File: src/rtl/msdf_pkg.sv
// Shared definitions for the MSDF on-the-fly converter: digit codes, FSM states
// and the signed-digit decoder.
package msdf_pkg;

  localparam logic [1:0] DIG_POS  = 2'b01;
  localparam logic [1:0] DIG_ZERO = 2'b00;
  localparam logic [1:0] DIG_NEG  = 2'b11;
  localparam logic [1:0] DIG_BAD  = 2'b10;

  typedef enum logic {
    ACCUM  = 1'b0,
    OUTPUT = 1'b1
  } otfState_t;

  typedef struct packed {
    logic sign;
    logic nonzero;
    logic bad;
  } digitInfo_t;

  // The reserved bit never affects the value; a bad code converts as zero.
  function automatic digitInfo_t decodeDigit(input logic [2:0] raw);
    digitInfo_t info;
    info.sign    = (raw[1:0] == DIG_NEG);
    info.nonzero = !((raw[1:0] == DIG_ZERO) || (raw[1:0] == DIG_BAD));
    info.bad     = raw[2] || (raw[1:0] == DIG_BAD);
    return info;
  endfunction

endpackage

File: src/rtl/msdf_otf_qreg.sv
// On-the-fly conversion register pair: Q holds the converted prefix, QM holds Q minus
// one ulp, so a negative digit never needs a carry-propagating subtraction.
module msdf_otf_qreg
  import msdf_pkg::*;
#(
  parameter int OUT_W = 26
) (
  input  logic             clk,
  input  logic             rst,
  input  logic             enable,
  input  logic             clear,
  input  logic [1:0]       digit,
  output logic [OUT_W-1:0] q,
  output logic [OUT_W-1:0] qNext
);

  logic [OUT_W-1:0] qm;
  logic [OUT_W-1:0] qmNext;

  // NOTE: every output of an always_comb gets a default first so no path can infer a latch.
  always_comb begin
    qNext  = {q[OUT_W-2:0], 1'b0};
    qmNext = {qm[OUT_W-2:0], 1'b1};
    case (digit)
      DIG_POS: begin
        qNext  = {q[OUT_W-2:0], 1'b1};
        qmNext = {q[OUT_W-2:0], 1'b0};
      end
      DIG_NEG: begin
        qNext  = {qm[OUT_W-2:0], 1'b1};
        qmNext = {qm[OUT_W-2:0], 1'b0};
      end
      default: ;
    endcase
  end

  // NOTE: sequential state uses non-blocking assignments so every register samples pre-edge values.
  always_ff @(posedge clk or negedge rst) begin
    if (!rst) begin
      q  <= '0;
      qm <= '1;
    end else if (clear) begin
      q  <= '0;
      qm <= '1;
    end else if (enable) begin
      q  <= qNext;
      qm <= qmNext;
    end
  end

endmodule

File: src/rtl/msdf_otf_converter.sv
// Converts MSB-first signed radix-2 digit words to two's-complement on an elastic output.
// Define MSDF_OTF_OVERLAP_EN to accept the next word's first digit while the result drains.
module msdf_otf_converter
  import msdf_pkg::*;
#(
  parameter  int TARGET_PRECISION = 25,
  localparam int OUT_W            = TARGET_PRECISION + 1,
  localparam int CNT_W            = $clog2(TARGET_PRECISION)
) (
  input  logic             clk,
  input  logic             rst,
  input  logic [2:0]       dataInArray_0,
  input  logic             pValidArray_0,
  output logic             readyArray_0,
  output logic [OUT_W-1:0] dataOutArray_0,
  output logic             validArray_0,
  input  logic             nReadyArray_0,
  output logic             err_flag
);

  otfState_t        state;
  otfState_t        stateNext;
  logic [CNT_W-1:0] cnt;
  digitInfo_t       digitInfo;
  logic [1:0]       digitCode;
  logic             digitXfer;
  logic             outXfer;
  logic             lastDigit;
  logic [OUT_W-1:0] q;
  logic [OUT_W-1:0] qNext;

  assign digitInfo = decodeDigit(dataInArray_0);
  assign digitCode = digitInfo.nonzero ? (digitInfo.sign ? DIG_NEG : DIG_POS) : DIG_ZERO;
  assign digitXfer = pValidArray_0 && readyArray_0;
  assign outXfer   = validArray_0 && nReadyArray_0;
  assign lastDigit = (cnt == CNT_W'(TARGET_PRECISION - 1));

  always_comb begin
    readyArray_0 = 1'b0;
    case (state)
      ACCUM:  readyArray_0 = 1'b1;
`ifdef MSDF_OTF_OVERLAP_EN
      OUTPUT: readyArray_0 = nReadyArray_0;
`else
      OUTPUT: readyArray_0 = 1'b0;
`endif
      default: readyArray_0 = 1'b0;
    endcase
  end

  // In OUTPUT a digit can only transfer alongside consumption, and cnt is 0 there.
  always_comb begin
    stateNext = state;
    case (state)
      ACCUM:   if (digitXfer && lastDigit) stateNext = OUTPUT;
      OUTPUT:  if (outXfer) stateNext = ACCUM;
      default: stateNext = ACCUM;
    endcase
  end

  msdf_otf_qreg #(.OUT_W(OUT_W)) u_qreg (
    .clk   (clk),
    .rst   (rst),
    .enable(digitXfer),
    .clear (digitXfer && lastDigit),
    .digit (digitCode),
    .q     (q),
    .qNext (qNext)
  );

  always_ff @(posedge clk or negedge rst) begin
    if (!rst) begin
      state          <= ACCUM;
      cnt            <= '0;
      dataOutArray_0 <= '0;
      validArray_0   <= 1'b0;
      err_flag       <= 1'b0;
    end else begin
      state <= stateNext;
      if (digitXfer) begin
        cnt <= lastDigit ? '0 : cnt + CNT_W'(1);
        if (digitInfo.bad) err_flag <= 1'b1;
      end
      if (digitXfer && lastDigit) begin
        dataOutArray_0 <= qNext;
        validArray_0   <= 1'b1;
      end else if (outXfer) begin
        validArray_0 <= 1'b0;
      end
    end
  end

  // Only the last-digit update is ever presented; the live prefix is internal.
  logic unusedQ;
  assign unusedQ = ^q;

endmodule

File: config.mk
export PLATFORM = sky130hd
export DESIGN_NAME = msdf_otf_converter
export DESIGN_NICKNAME = d
export VERILOG_FILES = /design/src/rtl/msdf_pkg.sv /design/src/rtl/msdf_otf_qreg.sv /design/src/rtl/msdf_otf_converter.sv
export SDC_FILE = /design/constraint.sdc
export NUM_CORES = 1
export LEC_CHECK = 0
export BUFFER_PORTS_ARGS = -buffer_cell sky130_fd_sc_hd__buf_2
export CORE_ASPECT_RATIO = 1.2
export CORE_MARGIN = 2
export CORE_UTILIZATION = 60
export CTS_BUF_LIST = sky130_fd_sc_hd__clkbuf_8
export DETAILED_ROUTE_END_ITERATION = 16
export PLACE_DENSITY = 0.8
export REMOVE_ABC_BUFFERS = 1
export SYNTH_ARGS = -nofsm -noshare
export SYNTH_HDL_FRONTEND = slang
export SYNTH_HIERARCHICAL = 1
export SYNTH_SLANG_ARGS = --single-unit
File: constraint.sdc
create_clock -name clk -period 4 [get_ports clk]
set_input_delay 0.8 -clock clk [delete_from_list [all_inputs] [get_ports clk]]
set_output_delay 0.8 -clock clk [all_outputs]
set_load 0.02 [all_outputs]
# Word level (Yosys, flattened, before mapping)
# Cells that the tools add are included.
# W data, S select, Z words.
dict set report totals {
  wordCells 38
  in_bits 7
  reg_bits 84
}
dict set report classes {
  eq_ne 5
  bitwise 1
  mux 15
  reduce_logical 9
  n_addsub 1
}
# operator count
set ops {}
lappend ops {{$mux W25} 4}
lappend ops {{$pmux W26 S2} 1}
lappend ops {{$pmux W25 S2} 1}
lappend ops {{$eq A2 B2 Y1 const B} 3}
lappend ops {{$add A5 B1 Y5 const B} 1}
lappend ops {{$eq A5 B5 Y1 const B} 1}
lappend ops {{$mux W5} 1}
lappend ops {{$mux W1} 4}
lappend ops {{$mux W2} 2}
lappend ops {{$pmux W1 S2} 2}
lappend ops {{$reduce_bool A2 Y1} 2}
lappend ops {{$logic_and A1 B1 Y1} 3}
lappend ops {{$eq A2 B1 Y1 const B} 1}
lappend ops {{$logic_not A2 Y1} 1}
lappend ops {{$logic_or A1 B1 Y1} 2}
lappend ops {{$reduce_and A2 Y1} 1}
lappend ops {{$not A1 Y1} 1}

# Longest topological paths before layout
# Gate-level depths: netlist of run 1.
dict set report logic_depth {
  word_depth 7
  depth_mapped 9
  depth_no_buf 6
}

# Modules after synthesis
# Netlist of run 1, hierarchy kept.
# module n_inst area_each_um2 cells_per_inst
set by_module_without_submodules {}
lappend by_module_without_submodules {msdf_otf_qreg 1 3354.5 319}
lappend by_module_without_submodules {msdf_otf_converter 1 1410.1 101}

# Worst setup path before layout of run 1
# Ideal clock, no wire load.
dict set report synth_path {
  path_type {input port to flip-flop}
  from {input pValidArray_0}
  to {register u_qreg.q[24]}
  stages 6
  slack_ps 1906
  n_path_buf 3
  t_required_ps 3850
  t_arrival_ps 1944
  path_cell_list {nand3b_4 nor3_4 buf_4 buf_2 buf_1 a311oi_1}
}
dict set report synth_between {
  elab_chain_cells 3
}
# element line_no
set synth_rtl {}
lappend synth_rtl {{from (decl)} msdf_otf_converter.sv:13} ;# input logic pValidArray_0,
lappend synth_rtl {{$logic_and A1 B1 Y1 *} msdf_otf_converter.sv:34} ;# assign digitXfer = pValidArray_0 && readyArray_0;
lappend synth_rtl {{$logic_and A1 B1 Y1} msdf_otf_converter.sv:65} ;# .clear (digitXfer && lastDigit),
lappend synth_rtl {{$mux W25 or $reduce_bool A2 Y1 (tied branches)} -}
lappend synth_rtl {{to (signal assigned)} msdf_otf_qreg.sv:46} ;# q <= qNext;
lappend synth_rtl {{to (decl)} msdf_otf_qreg.sv:13} ;# output logic [OUT_W-1:0] q,
# Mark *: on every way between the ends. The rest lies on a longest branch, timed or not.
# A chain may end at the register's enable or synchronous reset.

# Worst setup path after layout of run 1
dict set report layout_path {
  from {input dataInArray_0[0]}
  to {register u_qreg.qm[3]}
}
dict set report layout_between {
  elab_chain_cells 7
}
# element line_no
set layout_rtl {}
lappend layout_rtl {{from (decl)} msdf_otf_converter.sv:12} ;# input logic [2:0] dataInArray_0,
lappend layout_rtl {{$eq A2 B2 Y1, or another cell as far along} msdf_pkg.sv:24} ;# info.sign = (raw[1:0] == DIG_NEG);
lappend layout_rtl {{$mux W2 or $logic_or A1 B1 Y1 (tied branches)} {msdf_otf_converter.sv:33, msdf_pkg.sv:25}}
lappend layout_rtl {{$mux W2 *} msdf_otf_converter.sv:33} ;# assign digitCode = digitInfo.nonzero ? (digitInfo.sign ? DIG_NEG : DIG_POS) : DIG_ZERO;
lappend layout_rtl {{$eq A2 B2 Y1 or $eq A2 B1 Y1 (tied branches)} msdf_otf_qreg.sv:24} ;# case (digit)
lappend layout_rtl {{$pmux W25 S2 *} msdf_otf_qreg.sv:24}
lappend layout_rtl {{$mux W25 *} msdf_otf_qreg.sv:45} ;# end else if (enable) begin
lappend layout_rtl {{$mux W25 *} msdf_otf_qreg.sv:42} ;# end else if (clear) begin
lappend layout_rtl {{to (signal assigned)} msdf_otf_qreg.sv:47} ;# qm <= qmNext;
lappend layout_rtl {{to (decl)} msdf_otf_qreg.sv:17} ;# logic [OUT_W-1:0] qm;
# Mark *: on every way between the ends. The rest lies on a longest branch, timed or not. The select of a mux whose other input is x is not followed.

==> results of run 1 <==
## path summary, 6_finish.rpt
check / end / slack, ns / from
max in group asynchronous: u_qreg/q[22] / 2.71 / rst
min in group asynchronous: cnt[3] / 0.54 / rst
max: u_qreg/qm[3] / 1.60 / dataInArray_0[0]
min reg2reg: err_flag / 0.48 / err_flag
min: err_flag / 0.48 / err_flag
max reg2reg: u_qreg/qm[20] / 2.09 / cnt[0]
## power groups by stage
stage	logic, mW	registers, mW	clock network (mW)
5_1_grt	1.72	1.73	0.664
2_1_floorplan	1.08	1.77	0
3_3_place_gp	1.51	1.67	0
4_1_cts	1.57	1.67	0.631
3_5_place_dp	1.56	1.68	0
6_report	1.55	1.67	0.617
## worst max-delay path: cells and delay by family
family,cells,cell delay [ns]
compound gates,1,0.16
simple gates,1,0.57
buf+inv,3,1.09
## routing by layer
layer,routed length [um],track usage (%)
met1,3830,27.3
met2,4010,33.7
met3,211,4.32
met4,148,7.20
met5,0,0
## metrics by stage
stage	hold WS (ns)	cells	worst slack, ns	cell area [um2]
2_1_floorplan	0.499	372	0.483	4420
3_3_place_gp	0.457	507	1.30	4780
3_5_place_dp	0.459	507	1.23	4780
4_1_cts	0.480	523	1.61	4980
5_1_grt	0.488	523	1.45	4980
6_report	0.478	523	1.60	4980
## flip-flops by register name (all words and copies together) (netlist names)
register	count
validArray_0	1
cnt	5
u_qreg/q	25
u_qreg/qm	25
dataOutArray_0	26
err_flag	1
state	1
## cell type report
class                   instances  area (um2)
fillers                       593        2690
repair buffers                 43         238
flip-flops and latches         84        2130
clock buffers                  11         151
clock inverters                 5        51.3
well taps                      92         115
multi-input cells             281        2260
inverters                       7        27.5
==> summary.md, run 1 <==
| Metric | Value |
|---|---|
| Cell-internal power | `2.43 mW` |
| IO buf count | `35` |
| Sw frac | `36.7%` |
| Slew @ Worst Pin | `0.843 ns` |
| Slew margin rel. | `43.8%` |
| Most frequent cells in the layout | `dfrtp_1 (59), nand2_1 (54), buf_2 (34)` |
| RD Place Congestion | `0.772` |
| Number of global-route vias before repair | `3102` |
| Htree depth | `3` |
| Die area | `0.00861 mm2` |
| Post-Syn Area per Cell | `11.3 um2` |
| RSZ-0062 raised after global routing | `no` |
| Vias/cell | `6.02` |
| I/O pins | `36` |
| Clock sinks | `84` |
| Pwr dens | `771 mW/mm2` |
| Commonest non-fill, non-tap cell in the layout | `dfrtp_1` |
| FP Rows | `35` |
| Via count | `3147` |
| Leak | `2.16 nW` |
| Detailed Place HPWL | `4990 um` |
| Final hold violation count | `0` |
| Setup TNS Final | `0 ns` |
| CORE AREA | `0.00766 mm2` |
| CTS root buf | `clkbuf_8` |
| Post-CTS Hold Fix Bufs | `0` |
| HP Class | `register to register` |
| Area growth from synthesis to layout | `5.32%` |
| Final Max Slew Viols | `0` |
| Largest net degree at the start of global routing | `80` |
| WL per Instance | `15.7 um` |
| Clk pwr share | `16.1%` |
| Overall Global Routing Usage | `20.6%` |
| Setup-failing EPs final | `0` |
| Crit. End Element | `register` |
| Yosys Warn Count | `6` |
| Max Cap Viol | `0` |
| Post-cts sizing count | `0` |
| CP most frequent cell | `buf_4` |
| Setup Skew | `0.0109 ns` |
| Worst Hold Depth | `1` |
| Post-CTS Setup Inserts | `0` |
| Arrival @ worst endpoint | `2.64 ns` |
| Final Critical Period | `2.40 ns` |
| Combinational power share | `40.4%` |
| Worst-path cell chain | `buf_2 > buf_4 > nor2b_2 > buf_4 > o2111ai_1` |
| Required time of the critical path | `4.24 ns` |
| Core Util, Final | `65.0%` |
| Final wirelength | `8200 um` |
| Max FO, Critical Path | `79` |
| Die Wd | `85.0 um` |
| Synthesized cell area | `0.00473 mm2` |
| Initial antenna violation count | `0` |
| Net Switching | `1.41 mW` |
| Critical path's slowest cell | `buf_4` |
| GR Overflow Total | `0` |
| Cells after synthesis | `417` |
| First-pass GRT wire length | `14500 um` |
| Fmax | `416 MHz` |
| TritonCTS clock tree | `done` |
| Initial DRC count | `251` |
| Clock transition at path regs | `0.08 ns` |
| Drc violations | `0` |
| TritonCTS Buffers | `9` |
| Die height | `101 um` |
| DRT Pass-1 Iters | `4` |
| Slowest stage delay, CP | `0.63 ns` |
| Share of layout cells above drive strength 1 | `36.9%` |
| CP Class | `input port to register` |
| Nets@finish | `435` |
| Starting Density | `61.7%` |
| Worst skew pair latency | `0.35 ns` |
| Max VDD drop | `0.000391 V` |
| Seq pwr share | `43.5%` |
| Status | `finished clean` |
| Nature of the critical path startpoint | `input port` |
| Antenna cells | `0` |
| Fin crit share | `60.1%` |
| Tot Pwr | `3.84 mW` |
| R2R depth | `7` |
| Clock buffer depth | `2` |
| Post-DRT Antenna Nets | `0` |
(Power assumes the default switching activity.)
==> run 2, diff against run 1 <==
- ABC_AREA: not set -> 1
- clock period: 4 -> 2.3 ns (I/O delays scaled with it)
==> summary.md, run 2 <==
| Metric | Value |
|---|---|
| Filler cells | `588` |
| Starting Density | `62.7%` |
| RD Place Congestion | `0.801` |
| Slew margin rel. | `64.4%` |
| CTS root buf | `clkbuf_8` |
| Detailed Place HPWL | `5850 um` |
| Overall Global Routing Usage | `26.2%` |
| Commonest non-fill, non-tap cell in the layout | `nand2_1` |
| Antenna cells | `0` |
| Final WS setup | `0.570 ns` |
| CORE AREA | `0.00690 mm2` |
| Final wirelength | `9390 um` |
| Most frequent cells in the layout | `nand2_1 (218), nor2_1 (81), dfrtp_1 (59)` |
| Setup-failing EPs final | `0` |
| Worst skew pair latency | `0.36 ns` |
| Max VDD drop | `0.000675 V` |
| Cell Count, Final, Fillers Out | `694` |
| Setup TNS Final | `0 ns` |
| Vias/cell | `5.31` |
| Die Wd | `81.5 um` |
| Post-cts sizing count | `0` |
| Post-DRT Antenna Nets | `0` |
| Max FO, Critical Path | `23` |
| Reg2reg start | `cnt[1]` |
| Share of layout cells above drive strength 1 | `17.8%` |
| IO buf count | `35` |
| Leading registers by flop count | `dataOutArray_0 (26), u_qreg/q (25), u_qreg/qm (25)` |
| Worst Setup EP | `u_qreg/qm[8]` |
| Max FFs per register | `26` |
| Die area | `0.00791 mm2` |
| Worst R2R End | `u_qreg/qm[8]` |
| Max Cap Viol | `0` |
| Final hold violation count | `0` |
| Hold slack | `0.0691 ns` |
| R2R depth | `10` |
| Post-Syn Area per Cell | `7.51 um2` |
| Arrival @ worst endpoint | `2.03 ns` |
| Clock buffer depth | `2` |
| Cells after synthesis | `576` |
| Drc violations | `0` |
| Final Max Slew Viols | `0` |
| Status | `finished clean` |
| I/O pins | `36` |
| Post-CTS Hold Fix Bufs | `0` |
| Number of global-route vias before repair | `3732` |
| HP Class | `input port to asynchronous set/reset pin` |
| Setup Skew | `0.00815 ns` |
| Post-CTS Setup Inserts | `0` |
| Clock sinks | `84` |
| Top reg by flops | `dataOutArray_0` |
| Largest net degree at the start of global routing | `49` |
| FF/Latch Area | `0.00213 mm2` |
| Via count | `3682` |
| Initial DRC count | `199` |
| Slew @ Worst Pin | `0.534 ns` |
| Multi-input logic area | `0.00176 mm2` |
| Nets@finish | `611` |
| Crit. End Element | `register` |
| First-pass GRT wire length | `16300 um` |
| DRT Pass-1 Iters | `6` |
| Nature of the critical path startpoint | `register` |
| RSZ-0062 raised after global routing | `no` |
| Worst setup startpoint | `cnt[1]` |
| Clock transition at path regs | `0.08 ns` |
| Pwr dens | `1280 mW/mm2` |
| Synthesized cell area | `0.00433 mm2` |
| GR Overflow Total | `0` |
| Htree depth | `3` |
| WL per Instance | `13.5 um` |
| Leak | `2.63 nW` |
| TritonCTS clock tree | `done` |
| CP Class | `register to register` |
| Inst Count DP | `678` |
| TritonCTS Buffers | `9` |
| Die height | `97.0 um` |
| Yosys Warn Count | `6` |
| Required time of the critical path | `2.60 ns` |
| Fmax | `578 MHz` |
| Pre-CTS setup slack | `0.515 ns` |
| Final Critical Period | `1.73 ns` |
| Initial antenna violation count | `0` |
| Fin crit share | `75.2%` |
| Reg2Reg Setup Slack | `0.57 ns` |
| FP Rows | `33` |
| Area growth from synthesis to layout | `9.11%` |
## run 2: cell count changes in the layout (fill, tap and decap cells not counted), moves of 25 or more
cell	delta
nand2b_1	-25
inv_1	+48
a21bo_1	-25
nor2_1	+52
nand2_1	+164
## run 2: area by class of cell
class                      instances  share of cell area [%]
sequential                        84                    45.2
timing repair buffer              48                    6.63
inverter                          57                    4.59
clock buffer                       9                    2.62
multi-input combinational        402                    37.4
clock inverter                     7                    1.27
tap                               87                    2.31
## run 2: per-stage QoR
stage	cell area, um2	utilization [%]	total power, mW
finish	4720	68.4	6.06
global route	4720	68.4	6.56
CTS	4720	68.4	6.08
detailed placement	4540	65.8	5.04
global placement	4540	65.8	4.94
floorplan	4110	-	4.34
## run 2: how the worst min path moves through the flow
stage,start,to,slack [ns],depth (start not counted)
6_report,rst,u_qreg/q[11],0.07,1
5_1_grt,rst,dataOutArray_0[5],0.10,1
4_1_cts,rst,dataOutArray_0[11],0.08,1
3_5_place_dp,err_flag,err_flag,0.45,2
3_3_place_gp,err_flag,err_flag,0.45,2
2_1_floorplan,rst,cnt[0],0.16,0
## run 2: per-layer routing
layer	share of wire, %	vias to the layer above	track usage [%]
li1	-	1802	-
met1	46	1770	33.6
met2	47	92	42.4
met3	4.5	18	5.32
met4	2.0	0	11.2
met5	0	-	0
## run 2: power breakdown
group	internal (mW)	switching, mW	total [mW]
Combinational	0.840	1.45	2.29
Clock	0.488	0.531	1.02
Sequential	2.29	0.459	2.75
Total	3.62	2.44	6.06
## run 2: worst max-delay path, stage by stage (launching register included)
cell,delay (ns)
dfrtp_1,0.40
inv_1,0.09
ha_1,0.15
nand2_1,0.06
inv_1,0.10
nand3_4,0.09
inv_4,0.13
nor2_4,0.07
inv_2,0.34
nor2_1,0.11
nor2_1,0.13
==> run 3, diff against run 2 <==
- ABC_AREA: 1 -> 0
- CORE_UTILIZATION: 60 -> 56
- PLACE_DENSITY: 0.8 -> 0.78
- clock period: 2.3 -> 1.49 ns (I/O delays scaled with it)
==> summary.md, run 3 (same netlist as run 1, synthesis figures left out) <==
| Metric | Value |
|---|---|
| Area growth from synthesis to layout | `23.8%` |
| Fmax | `595 MHz` |
| Final Max Slew Viols | `0` |
| Number of global-route vias before repair | `3342` |
| Fin crit share | `113%` |
| Leak | `2.59 nW` |
| Initial DRC count | `235` |
| Largest net degree at the start of global routing | `64` |
| Most frequent cells in the layout | `dfrtp_1 (59), nand2_1 (53), buf_2 (34)` |
| TritonCTS Buffers | `9` |
| Max FFs per register | `26` |
| Core Util, Final | `71.8%` |
| HP Class | `input port to register` |
| Arrival @ worst endpoint | `1.93 ns` |
| Die area | `0.00920 mm2` |
| Clock transition at path regs | `0.08 ns` |
| Pwr dens | `2000 mW/mm2` |
| TritonCTS clock tree | `done` |
| FP Rows | `36` |
| DRT Pass-1 Iters | `4` |
| Tot Pwr | `11.7 mW` |
| Slew margin rel. | `81.3%` |
| Crit. End Element | `register` |
| Nets@finish | `482` |
| Final wirelength | `10500 um` |
| Overall Global Routing Usage | `21.6%` |
| Commonest non-fill, non-tap cell in the layout | `dfrtp_1` |
| Failing checks | `setup timing` |
| CP Class | `register to register` |
| Status | `finished with violations` |
| First-pass GRT wire length | `15800 um` |
| Final hold violation count | `0` |
| Via count | `3503` |
| Hold slack | `0.181 ns` |
| Starting Density | `58.0%` |
| Drc violations | `0` |
| WL per Instance | `17.8 um` |
| Slew @ Worst Pin | `0.280 ns` |
| Htree depth | `3` |
| Die Wd | `87.9 um` |
| Setup Skew | `0.00790 ns` |
| Post-DRT Antenna Nets | `0` |
| Max VDD drop | `0.000952 V` |
| GR Overflow Total | `0` |
| RD Place Congestion | `0.757` |
| Share of layout cells above drive strength 1 | `45.4%` |
| Final Critical Period | `1.68 ns` |
| RSZ-0062 raised after global routing | `yes` |
| Clock sinks | `84` |
| Slowest stage delay, CP | `0.39 ns` |
| IO buf count | `35` |
| Worst-path cell chain | `inv_2 > ha_4 > nand2_4 > nor3_4 > buf_4 > buf_8 > mux2_2` |
| Leading registers by flop count | `dataOutArray_0 (26), u_qreg/q (25), u_qreg/qm (25)` |
| Setup-failing EPs final | `76` |
| Nature of the critical path startpoint | `register` |
| CTS root buf | `clkbuf_8` |
| Detailed Place HPWL | `5820 um` |
| I/O pins | `36` |
| Max FO, Critical Path | `11` |
| CORE AREA | `0.00815 mm2` |
| Max Cap Viol | `0` |
| Top reg by flops | `dataOutArray_0` |
| Critical path's slowest cell | `dfrtp_1` |
| Initial antenna violation count | `0` |
| Vias/cell | `5.92` |
| Antenna cells | `0` |
| Required time of the critical path | `1.74 ns` |
| Final WS setup | `-0.190 ns` |
| Worst skew pair latency | `0.37 ns` |
| Die height | `105 um` |
| Clock buffer depth | `2` |
-- run 3: cell count changes in the layout (fill, tap and decap cells not counted), moves of 17 or more --
cell / change
nand4b_1: +24
a21bo_1: +25
a21oi_1: -21
nor2_1: -52
inv_1: -51
nand2_1: -165
mux2_4: +17
nand3_1: -24
o2111ai_2: +22
nand2b_1: +24
a311oi_2: +19
-- run 3: report_power, final --
part	total [mW]	internal, mW	leakage [nW]	switching (mW)
clock network	1.91	1.08	0.122	0.836
logic	5.28	2.74	1.52	2.53
registers	4.50	3.65	0.952	0.844
-- run 3: per-stage QoR --
stage | setup TNS (ns) | setup slack, ns | area [um2] | cells
5_1_grt | -14.90 | -0.260 | 5850 | 592
2_1_floorplan | -112.03 | -1.59 | 4420 | 372
3_5_place_dp | -2.88 | -0.103 | 5120 | 554
4_1_cts | -3.90 | -0.122 | 5370 | 571
3_3_place_gp | -1.34 | -0.0560 | 5120 | 554
6_report | -8.91 | -0.190 | 5850 | 592
-- run 3: final cells by class --
class | count | area (um2)
multi-input cells | 281 | 2390
flip-flops and latches | 84 | 2130
well taps | 114 | 143
fillers | 539 | 2300
clock buffers | 12 | 165
repair buffers | 90 | 915
inverters | 7 | 36.3
clock inverters | 4 | 70.1
-- run 3: metal layers --
layer	vias up	track usage (%)	routed length [um]
li1	1624	-	-
met1	1796	29.1	4640
met2	67	33.7	5310
met3	16	3.48	347
met4	0	10.0	231
met5	-	0	0
-- run 3: worst paths after layout --
| path | startpoint | end | slack (ns) | depth (start not counted) |
|---|---|---|---|---|
| worst max register to register | cnt[1] | dataOutArray_0[2] | -0.19 | 7 |
| worst min-delay path | dataInArray_0[2] | err_flag | 0.18 | 3 |
| max in group asynchronous | rst | u_qreg/qm[10] | 0.58 | 3 |
| worst min register to register | err_flag | err_flag | 0.48 | 1 |
| min in group asynchronous | rst | cnt[4] | 0.35 | 2 |
| worst max-delay path | cnt[1] | dataOutArray_0[2] | -0.19 | 7 |
-- run 3: critical path, delay by kind of cell, from the launching register on --
kind,cells,cell delay (ns)
and+or+nand+nor,2,0.29
buffers and inverters,3,0.38
muxes,1,0.34
DFF,1,0.39
adders and majority gates,1,0.15
-- run 3: what timing repair did --
item / in CTS / in global routing
gates cloned: 0 / 8
hold buffers: 1 / 0
endpoints found under the setup margin: 61 / 76
gates resized for setup: 1 / 55
setup buffers: 0 / 14
endpoints found under the hold margin: 17 / 0
pin swaps: 0 / 2
